<file path="config.mk">
export PLATFORM = sky130hd
export DESIGN_NAME = counter_seq_ctrl_flat
export DESIGN_NICKNAME = d
export VERILOG_FILES = /design/src/rtl/counter_seq_ctrl_if.sv /design/src/rtl/counter_seq_ctrl.sv /design/src/flat_wrapper.sv
export SDC_FILE = /design/constraint.sdc
export NUM_CORES = 1
export LEC_CHECK = 0
export ABC_AREA = 1
export BUFFER_PORTS_ARGS = -buffer_cell sky130_fd_sc_hd__buf_2
export CELL_PAD_IN_SITES_DETAIL_PLACEMENT = 1
export CELL_PAD_IN_SITES_GLOBAL_PLACEMENT = 2
export CORE_MARGIN = 2
export CORE_UTILIZATION = 27
export CTS_BUF_LIST = sky130_fd_sc_hd__clkbuf_8 sky130_fd_sc_hd__clkbuf_16
export DETAILED_ROUTE_END_ITERATION = 6
export PLACE_DENSITY = 0.72
export SLEW_MARGIN = 20
export SYNTH_ARGS = -nofsm -noshare
export SYNTH_HDL_FRONTEND = slang
export SYNTH_SLANG_ARGS = --single-unit
</file>
<file path="constraint.sdc">
create_clock -name CLOCK_50 -period 1.5 [get_ports CLOCK_50]
set_input_delay 0.15 -clock CLOCK_50 [delete_from_list [all_inputs] [get_ports CLOCK_50]]
set_output_delay 0.15 -clock CLOCK_50 [all_outputs]
set_load 0.1 [all_outputs]
</file>
<file path="src/rtl/counter_seq_ctrl_if.sv">
// ----------------------------------------------------------------------------
// counter_seq_ctrl_if
//   Bundles the key, tick, switch and counter-side signals of the run-control
//   sequencer.
//
//   Signals:
//     PR       raw pause/resume button (active high, asynchronous)
//     tick     one-cycle 1 Hz pulse
//     max_CNT  target count from the switches
//     CNT_out  current counter value fed back from the counter
//     cnt_en   counter increment enable (combinational)
//     cnt_clr  synchronous counter clear pulse (registered)
//     done     target-reached pulse (registered)
//     state    current FSM state for LEDs
//
//   Modports:
//     master  the environment: drives keys, tick, switches and counter value
//     slave   the sequencer: consumes those and drives the control outputs
// ----------------------------------------------------------------------------
interface counter_seq_ctrl_if;
    logic       PR;
    logic       tick;
    logic [5:0] max_CNT;
    logic [5:0] CNT_out;
    logic       cnt_en;
    logic       cnt_clr;
    logic       done;
    logic [1:0] state;

    modport master (
        output PR,
        output tick,
        output max_CNT,
        output CNT_out,
        input  cnt_en,
        input  cnt_clr,
        input  done,
        input  state
    );

    modport slave (
        input  PR,
        input  tick,
        input  max_CNT,
        input  CNT_out,
        output cnt_en,
        output cnt_clr,
        output done,
        output state
    );
endinterface

</file>
<file path="src/rtl/counter_seq_ctrl.sv">
// ----------------------------------------------------------------------------
// counter_seq_ctrl
//   Run-control sequencer for the 6-bit up-counter. Turns a raw pause/resume
//   button and a 1 Hz tick into an IDLE/RUN/PAUSE/DONE state machine, issues
//   the count enable and a counter clear, and stops the count at a target
//   latched when the run starts.
//
//   Parameters:
//     SYNC_STAGES  synchronizer depth on PR (2 or 3)
//
//   Ports:
//     CLOCK_50  in   system clock, rising edge
//     RST       in   synchronous active-high reset
//     bus       slave modport of counter_seq_ctrl_if:
//                 PR, tick, max_CNT, CNT_out in;
//                 cnt_en (Mealy), cnt_clr, done, state out
// ----------------------------------------------------------------------------
module counter_seq_ctrl #(
    parameter int unsigned SYNC_STAGES = 2
) (
    input logic               CLOCK_50,
    input logic               RST,
    counter_seq_ctrl_if.slave bus
);

    localparam logic [1:0] StIdle  = 2'b00;
    localparam logic [1:0] StRun   = 2'b01;
    localparam logic [1:0] StPause = 2'b10;
    localparam logic [1:0] StDone  = 2'b11;

    // ------------------------------------------------------------------------
    // Button synchronizer and rising-edge detect.
    // Everything resets to 1 so a button held across reset release looks
    // like "already pressed" and produces no event until released.
    // ------------------------------------------------------------------------
    logic [SYNC_STAGES-1:0] sync_q;
    logic                   prev_q;
    logic                   sync_last;
    logic                   press;

    always_ff @(posedge CLOCK_50) begin
        if (RST) begin
            sync_q <= '1;
            prev_q <= 1'b1;
        end else begin
            sync_q <= {sync_q[SYNC_STAGES-2:0], bus.PR};
            prev_q <= sync_last;
        end
    end

    assign sync_last = sync_q[SYNC_STAGES-1];
    assign press     = sync_last & ~prev_q;

    // ------------------------------------------------------------------------
    // State, latched target and registered pulses
    // ------------------------------------------------------------------------
    logic [1:0] state_q,   state_d;
    logic [5:0] max_lat_q, max_lat_d;
    logic       cnt_clr_q, cnt_clr_d;
    logic       done_q,    done_d;
    logic       reached;

    // >= rather than == so a counter that wrapped or started above the
    // target still terminates the run.
    assign reached = (bus.CNT_out >= max_lat_q);

    always_comb begin
        state_d   = state_q;
        max_lat_d = max_lat_q;
        cnt_clr_d = 1'b0;
        done_d    = 1'b0;

        case (state_q)
            StIdle: begin
                if (press) begin
                    // Target is sampled only here; switch changes during a
                    // run are ignored.
                    max_lat_d = bus.max_CNT;
                    cnt_clr_d = 1'b1;
                    if (bus.max_CNT == 6'd0) begin
                        state_d = StDone;
                        done_d  = 1'b1;
                    end else begin
                        state_d = StRun;
                    end
                end
            end
            StRun: begin
                // Press wins over reaching the target.
                if (press) begin
                    state_d = StPause;
                end else if (reached) begin
                    state_d = StDone;
                    done_d  = 1'b1;
                end
            end
            StPause: begin
                // Resume keeps the held count; no clear.
                if (press) begin
                    state_d = StRun;
                end
            end
            StDone: begin
                if (press) begin
                    state_d   = StIdle;
                    cnt_clr_d = 1'b1;
                end
            end
            default: begin
                state_d = StIdle;
            end
        endcase
    end

    always_ff @(posedge CLOCK_50) begin
        if (RST) begin
            state_q   <= StIdle;
            max_lat_q <= 6'd0;
            cnt_clr_q <= 1'b0;
            done_q    <= 1'b0;
        end else begin
            state_q   <= state_d;
            max_lat_q <= max_lat_d;
            cnt_clr_q <= cnt_clr_d;
            done_q    <= done_d;
        end
    end

    // ------------------------------------------------------------------------
    // Outputs
    // ------------------------------------------------------------------------
    // The clear cycle is masked so a tick landing there cannot race the clear
    // in the counter; press and reached mask the tick so the count freezes
    // at its pre-press value and never overshoots the target.
    assign bus.cnt_en  = (state_q == StRun) & bus.tick & ~press & ~reached & ~cnt_clr_q;
    assign bus.cnt_clr = cnt_clr_q;
    assign bus.done    = done_q;
    assign bus.state   = state_q;

    // ------------------------------------------------------------------------
    // Invariants
    // ------------------------------------------------------------------------
    a_en_only_in_run : assert property (@(posedge CLOCK_50) disable iff (RST)
        bus.cnt_en |-> (state_q == StRun));
    a_no_en_on_clr : assert property (@(posedge CLOCK_50) disable iff (RST)
        cnt_clr_q |-> !bus.cnt_en);
    a_done_in_done : assert property (@(posedge CLOCK_50) disable iff (RST)
        done_q |-> (state_q == StDone));

endmodule
</file>
<file path="src/flat_wrapper.sv">
// flat-port wrapper written by rule: the top's interface ports become plain ports
module counter_seq_ctrl_flat 
#(
    parameter int unsigned SYNC_STAGES = 2
)
  (CLOCK_50, RST, bus_PR, bus_tick, bus_max_CNT, bus_CNT_out, bus_cnt_en, bus_cnt_clr, bus_done, bus_state);
  counter_seq_ctrl_if bus_i ();
  input logic CLOCK_50;
  input logic RST;
  input wire logic [$bits(bus_i.PR)-1:0] bus_PR;
  input wire logic [$bits(bus_i.tick)-1:0] bus_tick;
  input wire logic [$bits(bus_i.max_CNT)-1:0] bus_max_CNT;
  input wire logic [$bits(bus_i.CNT_out)-1:0] bus_CNT_out;
  output wire logic [$bits(bus_i.cnt_en)-1:0] bus_cnt_en;
  output wire logic [$bits(bus_i.cnt_clr)-1:0] bus_cnt_clr;
  output wire logic [$bits(bus_i.done)-1:0] bus_done;
  output wire logic [$bits(bus_i.state)-1:0] bus_state;
  assign bus_i.PR = bus_PR;
  assign bus_i.tick = bus_tick;
  assign bus_i.max_CNT = bus_max_CNT;
  assign bus_i.CNT_out = bus_CNT_out;
  assign bus_cnt_en = bus_i.cnt_en;
  assign bus_cnt_clr = bus_i.cnt_clr;
  assign bus_done = bus_i.done;
  assign bus_state = bus_i.state;
  counter_seq_ctrl #(.SYNC_STAGES(SYNC_STAGES)) u_core (.CLOCK_50(CLOCK_50), .RST(RST), .bus(bus_i));
endmodule
</file>
-- Word-level counts from Yosys, hierarchy flattened
Cells that the tools add are included.
- magnitude comparators: 1
- equality and inequality tests: 7
- multiplexer cells: 13
- bitwise gates (word level): 10
- reduce and logical (&&, ||, !) cells: 6
- operator list (kind ; number):
    $mux W2 ; 6
    $pmux W2 S4 ; 1
    $ge A6 B6 Y1 ; 1
    $logic_not A6 Y1 ; 1
    $ne A2 B1 Y1 const B ; 3
    $and A1 B1 Y1 ; 5
    $mux W1 ; 5
    $not A1 Y1 ; 5
    $eq A2 B2 Y1 const B ; 2
    $reduce_and A4 Y1 ; 1
    $reduce_or A2 Y1 ; 2
    $ne A3 B1 Y1 const B ; 1
    $eq A2 B1 Y1 const B ; 1
    $logic_not A2 Y1 ; 1
    $pmux W1 S2 ; 1
    $reduce_and A2 Y1 ; 1
- register bits after elaboration: 13
- input port bits: 16
- output and inout bits: 5
- word-level logic and storage cells: 43

-- Depth between registers and ports, before layout
Gate-level depths: netlist (run 1).
- word-level depth: 6
- depth in mapped cells: 11
- depth with buffers taken out: 11

-- Worst setup path after synthesis (run 1)
No wires, ideal clock.
- path type: flip-flop to output port
- from: register u_core.state_q[0] (netlist: u_core.bus.state[0])
- to: output bus_cnt_en
- arrival: 2.835 ns
- required time: 1.350 ns
- slack: -1.485 ns
- stages on the path, launching flop included: 6
- cells stage by stage: dfxtp_1 ha_1 inv_1 nor2_2 nand3_2 nor3b_2
- longest elaborated chain between the ends: 5
- RTL lines (what ; line ; text):
    start: declaration ; counter_seq_ctrl.sv:57 ; logic [1:0] state_q, state_d;
    start signal: assignment ; counter_seq_ctrl.sv:117 ; state_q <= StIdle;
    start signal: assignment ; counter_seq_ctrl.sv:122 ; state_q <= state_d;
    $eq A2 B1 Y1 ; counter_seq_ctrl.sv:135 ; assign bus.cnt_en = (state_q == StRun) & bus.tick & ~press & ~reached & ~cnt_clr_q;
    $and A1 B1 Y1 (4 in series) ; counter_seq_ctrl.sv:135 ;
    end: declaration ; flat_wrapper.sv:14 ; output wire logic [$bits(bus_i.cnt_en)-1:0] bus_cnt_en;
Every way passes these cells.

-- Worst setup path in the final report (run 1)
- from: register u_core.max_lat_q[3]
- to: output bus_cnt_en
- longest elaborated chain between the ends: 4
- RTL lines (what ; line ; text):
    start: declaration ; counter_seq_ctrl.sv:58 ; logic [5:0] max_lat_q, max_lat_d;
    start signal: assignment ; counter_seq_ctrl.sv:123 ; max_lat_q <= max_lat_d;
    $ge A6 B6 Y1 ; counter_seq_ctrl.sv:65 ; assign reached = (bus.CNT_out >= max_lat_q);
    $not A1 Y1 ; counter_seq_ctrl.sv:135 ;
    $and A1 B1 Y1 (2 in series) ; counter_seq_ctrl.sv:135 ;
Every way passes these cells.

==> results.tsv, run 1 <==
stage	metric	value	unit
setup_path	WP data arrival	1650	ps
yosys	Mapped Avg Cell Area	7.66	um^2
yosys	top cells by count, synth	17 x nand2_1, 16 x inv_1, 13 x dfxtp_1	
yosys	Synth async-reset ratio	0	
setup_path	r2r setup slk	100	ps
setup_path	worst reg-to-reg path cell count	10	
detailed_routing	DRC	0	
setup_path	Startpoint Class	flop	
global_routing	antenna violations before repair	0	
hold_path	Worst Hold Launch	bus_PR	
yosys	number of synthesized register bits	13	
clock_tree	Clock Path Buffers	2	
yosys	Main synth FF type	dfxtp_1	
yosys	Mapped Area	751	um^2
clock_tree	clk slew on worst S/H paths	60	ps
timing	max frequency	556	MHz
yosys	leading area contributor after synthesis	dfxtp_1	
placed_design	placer's final routability congestion estimate	0.686	
finish	register area	273	um^2
floorplan	die width	56.7	um
setup_path	r2r startpoint	u_core.max_lat_q[2]	
global_routing	first-pass GRT wire length	3170	um
global_routing	largest net degree at the start of global routing	12	
timing	Final Slew Violations	0	
detailed_routing	first-pass detailed-route iteration total	2	
pwr	Tot Pwr	1.42	mW
timing	# setup viols final	1	
timing	RSZ-0062 raised after global routing	true	
pwr	VDD IR max	0.804	mV
placed_design	Inst Count DP	154	
setup_path	worst-path maximum fanout	2	
floorplan	die area	3220	um^2
yosys	number of synthesized flops with an enable pin	0	
floorplan	I/O pins	21	
status	status	finished, violations left	
detailed_routing	Routed Wire Length	1840	um
clock_tree	Hold Buf Count CTS	0	
clock_tree	clock latency on the worst-skew pair	250	ps
floorplan	core area	2690	um^2
run	Max Cap Violations	0	
timing	Setup Skew	1.53	ps
clock_tree	htree depth	1	
timing	Setup TNS Final	-298	ps
finish	Final Non-Filler Cells	163	
clock_tree	root buf cell	clkbuf_8	
timing	min Tclk post-route	1800	ps
yosys	post-synthesis sequential area ratio	0.347	
finish	share of layout cells above drive strength 1	0.545	
placed_design	PortBufs	20	
finish	# fillers	330	
timing	PnR worst setup slack	-298	ps
pwr	PD cells	1240	nW/um^2
floorplan	standard-cell rows	19	
yosys	post-synthesis instance total	98	
global_routing	vias in the first global route	753	
yosys	Yosys cell types	22	
placed_design	hpwl dp	1450	um
timing	Rel. slew slack	0.679	
setup_path	CP endpoint kind	output pin	
finish	multi-input logic area	522	um^2
finish	Nets	159	
clock_tree	clk sink count	13	
detailed_routing	Avg WL per Cell	11.3	um
yosys	count leader, synth	nand2_1	
setup_path	worst endpoint required time	1350	ps
yosys	top cell type's share of synthesized area	0.347	
timing	Final period util	1.20	
yosys	YS warnings	0	
global_routing	total gr overflow	0	
detailed_routing	Via density	4.45	
detailed_routing	post-route ant nets	0	
pwr	Leak Pwr	0.514	nW
timing	Worst Tran Pin Value	484	ps
setup_path	Crit Path Category	reg2out	
hold_path	Hold EP	u_core.sync_q[0]	
hold_path	worst hold path cell count	2	
yosys	largest cells by area after synthesis	dfxtp_1 35%, ha_1 17%, nand2_1 8.5%	
clock_tree	CTS buffer count	3	
floorplan	Initial Util	0.279	
hold_path	Worst Hold Class	in2reg	
floorplan	Die Span Y	56.7	um
timing	final hold vios	0	
global_routing	gr usage total	0.130	
detailed_routing	vias	725	
detailed_routing	Iter 0 DRT Violations	13	
clock_tree	CTS tree	done	
setup_path	r2r endpoint	u_core.bus.state[1]	
finish	ANT cells	0	
finish	area delta synth->final	52.8	%
status	failing checks	negative setup slack	
yosys	Mapped Nets	124	
[power by group]
group | leakage (nW) | internal (mW) | total, mW | switching, mW
Combinational | 0.379 | 0.239 | 0.667 | 0.428
Sequential | 0.109 | 0.392 | 0.425 | 0.0328
Clock | 0.0255 | 0.184 | 0.326 | 0.142
Total | 0.514 | 0.815 | 1.42 | 0.603
[worst max-delay path, cell delays in order, from the launching register on]
cell and delay, ps:
dfxtp_2 310, inv_2 60, ha_4 200, nand2_2 50, nand2_2 60, a21oi_4 150, nand3_2 110, nor3b_4 240
buf_12 200
[routing by layer]
layer	track usage	share of wire	vias up	wire length (um)
li1	-	-	380	-
met1	0.130	0.41	331	753
met2	0.246	0.54	12	983
met3	0.0484	0.047	2	87
met4	0.0399	0.0071	0	13
met5	0	0	-	0
[registers in the layout, summed over array words and instances, names as in the netlist]
name	flops
u_core.bus.cnt_clr	1
u_core.bus.done	1
u_core.bus.state	2
u_core.max_lat_q	6
u_core.prev_q	1
u_core.sync_q	2
[cells by family after synthesis]
| kind of cell | synth area share |
|---|---|
| adders and majority gates | 0.167 |
| and+or+nand+nor | 0.252 |
| DFF | 0.347 |
| AOI/OAI and AO/OA | 0.135 |
| buffers and inverters | 0.100 |
[cell type report]
type / instances / share of cell area
multi-input combinational: 66 / 0.455
sequential: 13 / 0.238
timing repair buffer: 31 / 0.172
inverter: 18 / 0.0611
clock buffer: 3 / 0.0360
tap: 31 / 0.0338
clock inverter: 1 / 0.00436
[layout by cell type (no fill, tap or decap)]
master	synthesis	final
nor2_2	1	2
ha_1	10	3
a21oi_1	10	9
ha_2	0	2
clkinv_2	0	1
a21oi_2	1	1
nand3_1	4	4
nand2_1	17	13
dfxtp_1	13	7
nor3_1	1	1
nor2_1	6	5
o21ai_0	1	1
inv_4	1	1
ha_4	0	5
a21oi_4	0	1
clkbuf_8	0	3
or2_2	2	2
buf_2	1	19
nand3_2	1	1
dfxtp_2	0	4
nand2_2	3	7
buf_4	0	11
or2_0	1	1
inv_1	16	11
dfxtp_4	0	2
nor3b_4	0	1
inv_2	1	6
o31ai_4	0	1
buf_12	0	1
o21ai_1	5	5
nor2_4	1	1
[metrics by stage]
stage / hold slack (ps) / util / setup slack (ps) / area (um^2)
finish: 93.0 / 0.427 / -298 / 1150
global route: 102 / 0.427 / -377 / 1150
CTS: 93.6 / 0.415 / -300 / 1120
detailed placement: 352 / 0.366 / -148 / 982
global placement: 338 / 0.366 / -120 / 982
floorplan: 219 / - / -540 / 788
[worst max path at each step]
stage	cells past startpoint	slack, ps	start	to
after floorplan	7	-540	u_core.max_lat_q[3]	bus_cnt_en
after global placement	8	-120	u_core.max_lat_q[5]	bus_cnt_en
after detailed placement	8	-150	u_core.max_lat_q[5]	bus_cnt_en
after CTS	8	-300	u_core.max_lat_q[4]	bus_cnt_en
after global routing	8	-380	u_core.max_lat_q[1]	bus_cnt_en
final	8	-300	u_core.max_lat_q[3]	bus_cnt_en
[repair_timing]
action | in CTS | in global routing
setup endpoints to repair | 3 | 3
gates resized for setup | 16 | 4
setup buffers | 3 | 2
pin swaps | 7 | 5
Power figures use the tool's default switching activity.
==> run 2: changes to the inputs <==
--- a/config.mk
+++ b/config.mk
@@ -9,7 +9,7 @@
 export BUFFER_PORTS_ARGS = -buffer_cell sky130_fd_sc_hd__buf_2
 export CELL_PAD_IN_SITES_DETAIL_PLACEMENT = 1
 export CELL_PAD_IN_SITES_GLOBAL_PLACEMENT = 2
-export CORE_MARGIN = 2
+export CORE_MARGIN = 5
 export CORE_UTILIZATION = 27
 export CTS_BUF_LIST = sky130_fd_sc_hd__clkbuf_8 sky130_fd_sc_hd__clkbuf_16
 export DETAILED_ROUTE_END_ITERATION = 6
==> run 2 against run 1 <==
Against the previous run: largest power group unchanged; the flow still finishes with violations (negative setup slack); cell count rose by 4.9%; wire length rose by 14%; critical path depth did not move; non-clock buffer count rose by 8; clock power fell by 4%; total power rose by 4.2%; sequential cell count did not move; die area rose by 22%; highest routed layer unchanged; worst setup slack got worse by 31 ps; sequential power barely moved.
==> results.tsv, run 2 (synthesis results as in run 1) <==
stage	metric	value	unit	change
finish	Final Non-Filler Cells	171		+4.9%
pwr	Switching Share	0.423		-0.00188
clock_tree	CTS buffer count	3		unchanged
setup_path	slowest cell on the critical path	dfxtp_2		
finish	Final Instance Area	1230	um^2	+7.0%
finish	most frequent cells in the layout	19 x buf_2, 18 x buf_4, 12 x inv_1, 12 x nand2_1, 8 x nand2_2		
clock_tree	root buf cell	clkbuf_8		
placed_design	hpwl dp	1510	um	+4.5%
setup_path	critical path's largest stage delay	310	ps	about the same
finish	Final Util	0.453		+0.0258
setup_path	r2r setup slk	-160	ps	-260 ps
clock_tree	Clock Path Buffers	2		unchanged
finish	max reg flops	6		unchanged
timing	Setup Skew	3.01	ps	+1.48 ps
timing	RSZ-0062 raised after global routing	true		
timing	PnR worst setup slack	-329	ps	-31.4 ps
run	Max Cap Violations	0		unchanged
detailed_routing	Avg WL per Cell	12.3	um	+8.8%
hold_path	worst hold path cell count	2		unchanged
pwr	sequential share of power	0.288		-0.012
setup_path	WP data arrival	1680	ps	+30 ps
placed_design	PortBufs	20		unchanged
floorplan	I/O pins	21		unchanged
status	failing checks	negative setup slack		
setup_path	worst-path maximum fanout	2		unchanged
detailed_routing	post-route ant nets	0		unchanged
setup_path	worst reg-to-reg path cell count	12		+2
floorplan	standard-cell rows	19		unchanged
detailed_routing	first-pass detailed-route iteration total	3		+1
timing	Setup TNS Final	-751	ps	-453 ps
timing	Rel. slew slack	0.678		-0.00107
pwr	logic gate share of total power	0.500		+0.030
floorplan	die width	62.7	um	+11%
setup_path	Worst path most repeated cell	nand2_2		
setup_path	worst endpoint required time	1350	ps	about the same
setup_path	r2r endpoint	u_core.bus.state[1]		
pwr	PD cells	1200	nW/um^2	-2.6%
pwr	Power Internal	0.853	mW	+4.6%
global_routing	gr usage total	0.113		-0.0174
clock_tree	htree depth	1		unchanged
pwr	Clock power frac	0.212		-0.018
clock_tree	clock latency on the worst-skew pair	240	ps	about the same
global_routing	vias in the first global route	801		+6.4%
placed_design	Inst Count DP	158		+2.6%
finish	ANT cells	0		unchanged
floorplan	Die Span Y	62.7	um	+11%
setup_path	CP endpoint kind	output pin		
timing	Final period util	1.22		+0.0209
floorplan	die area	3940	um^2	+22%
detailed_routing	Iter 0 DRT Violations	26		+13
clock_tree	clk slew on worst S/H paths	60	ps	about the same
setup_path	r2r startpoint	u_core.max_lat_q[3]		
status	status	finished, violations left		
floorplan	Initial Util	0.277		-0.00245
hold_path	Worst Hold Class	in2reg		
timing	Worst Tran Pin Value	486	ps	+1.61 ps
hold_path	Hold EP	u_core.sync_q[0]		
hold_path	Worst Hold Launch	bus_PR		
timing	final hold vios	0		unchanged
global_routing	largest net degree at the start of global routing	12		unchanged
global_routing	total gr overflow	0		unchanged
finish	area delta synth->final	63.5	%	
finish	most common cell after layout, fill and taps aside	buf_2		
detailed_routing	vias	757		+4.4%
global_routing	first-pass GRT wire length	3560	um	+12%
clock_tree	clk sink count	13		unchanged
floorplan	core area	2710	um^2	+0.88%
placed_design	placed cell area	1010	um^2	+3.1%
pwr	Tot Pwr	1.48	mW	+4.2%
pwr	Net Sw Power	0.625	mW	+3.8%
timing	# setup viols final	4		+3
timing	Final Slew Violations	0		unchanged
timing	max frequency	547	MHz	-1.7%
detailed_routing	Routed Wire Length	2100	um	+14%
detailed_routing	Via density	4.43		-0.47%
global_routing	antenna violations before repair	0		unchanged
finish	Nets	167		+5.0%
finish	Largest Register	u_core.max_lat_q		
clock_tree	Hold Buf Count CTS	0		unchanged
pwr	Leak Pwr	0.556	nW	+8.3%
timing	min Tclk post-route	1830	ps	+31.4 ps
setup_path	Crit Path Category	reg2out		
clock_tree	CTS tree	done		
placed_design	placer's final routability congestion estimate	0.752		+9.6%
setup_path	Startpoint Class	flop		
pwr	VDD IR max	1.21	mV	+51%
detailed_routing	DRC	0		unchanged
setup_path	crit path cell chain	inv_2, ha_4, nand2_2, nand2_2, a21oi_4, nand3_4, nor3b_4, buf_12		
finish	share of layout cells above drive strength 1	0.579		+0.0331
## run 2: metrics by stage
step / hold WS [ps] / worst slack (ps)
2_1_floorplan: 219 / -540
3_3_place_gp: 334 / -131
3_5_place_dp: 341 / -150
4_1_cts: 87.9 / -294
5_1_grt: 86.8 / -377
6_report: 92.0 / -329
## run 2: what timing repair did
item	CTS	global route
gates cloned	0	0
buffers inserted	6	3
setup endpoints to repair	3	4
pin swaps	7	5
gates resized for setup	16	8
## run 2: how the worst max path moves through the flow
stage,to,startpoint,slack (ps)
final,bus_cnt_en,u_core.max_lat_q[3],-330
after global routing,bus_cnt_en,u_core.max_lat_q[3],-380
after CTS,bus_cnt_en,u_core.max_lat_q[4],-290
after detailed placement,bus_cnt_en,u_core.max_lat_q[3],-150
after global placement,bus_cnt_en,u_core.max_lat_q[5],-130
after floorplan,bus_cnt_en,u_core.max_lat_q[3],-540
## run 2: worst max-delay path, delay by kind of cell, from the launching register on
| kind | cells | cell delay [ps] |
|---|---|---|
| AND/OR/NAND/NOR | 4 | 470 |
| buffers and inverters | 2 | 260 |
| adder cells (fa/ha/maj) | 1 | 200 |
| flip-flops | 1 | 310 |
| AO/OA/AOI/OAI | 1 | 180 |
## run 2: cell type report
cell class | instances | area, um^2
Inverter | 18 | 70.1
Timing Repair Buffer | 39 | 262
Tap cell | 31 | 38.8
Clock inverter | 1 | 3.75
Fill cell | 336 | 1480
Clock buffer | 3 | 41.3
Sequential cell | 13 | 273
Multi-Input combinational cell | 66 | 539
## run 2: metal layers
metal / vias to the layer above / share of wire / track usage
met5: - / 0 / 0
met4: 0 / 0.015 / 0.0318
met3: 4 / 0.041 / 0.0450
met2: 15 / 0.54 / 0.202
met1: 342 / 0.40 / 0.121
li1: 396 / - / -
## run 2: power by group through the flow
stage	sequential (mW)	combinational [mW]	clock [mW]
3_3_place_gp	0.428	0.620	0
6_report	0.426	0.739	0.313
5_1_grt	0.433	0.807	0.340
3_5_place_dp	0.431	0.628	0
2_1_floorplan	0.599	0.296	0
4_1_cts	0.427	0.702	0.325
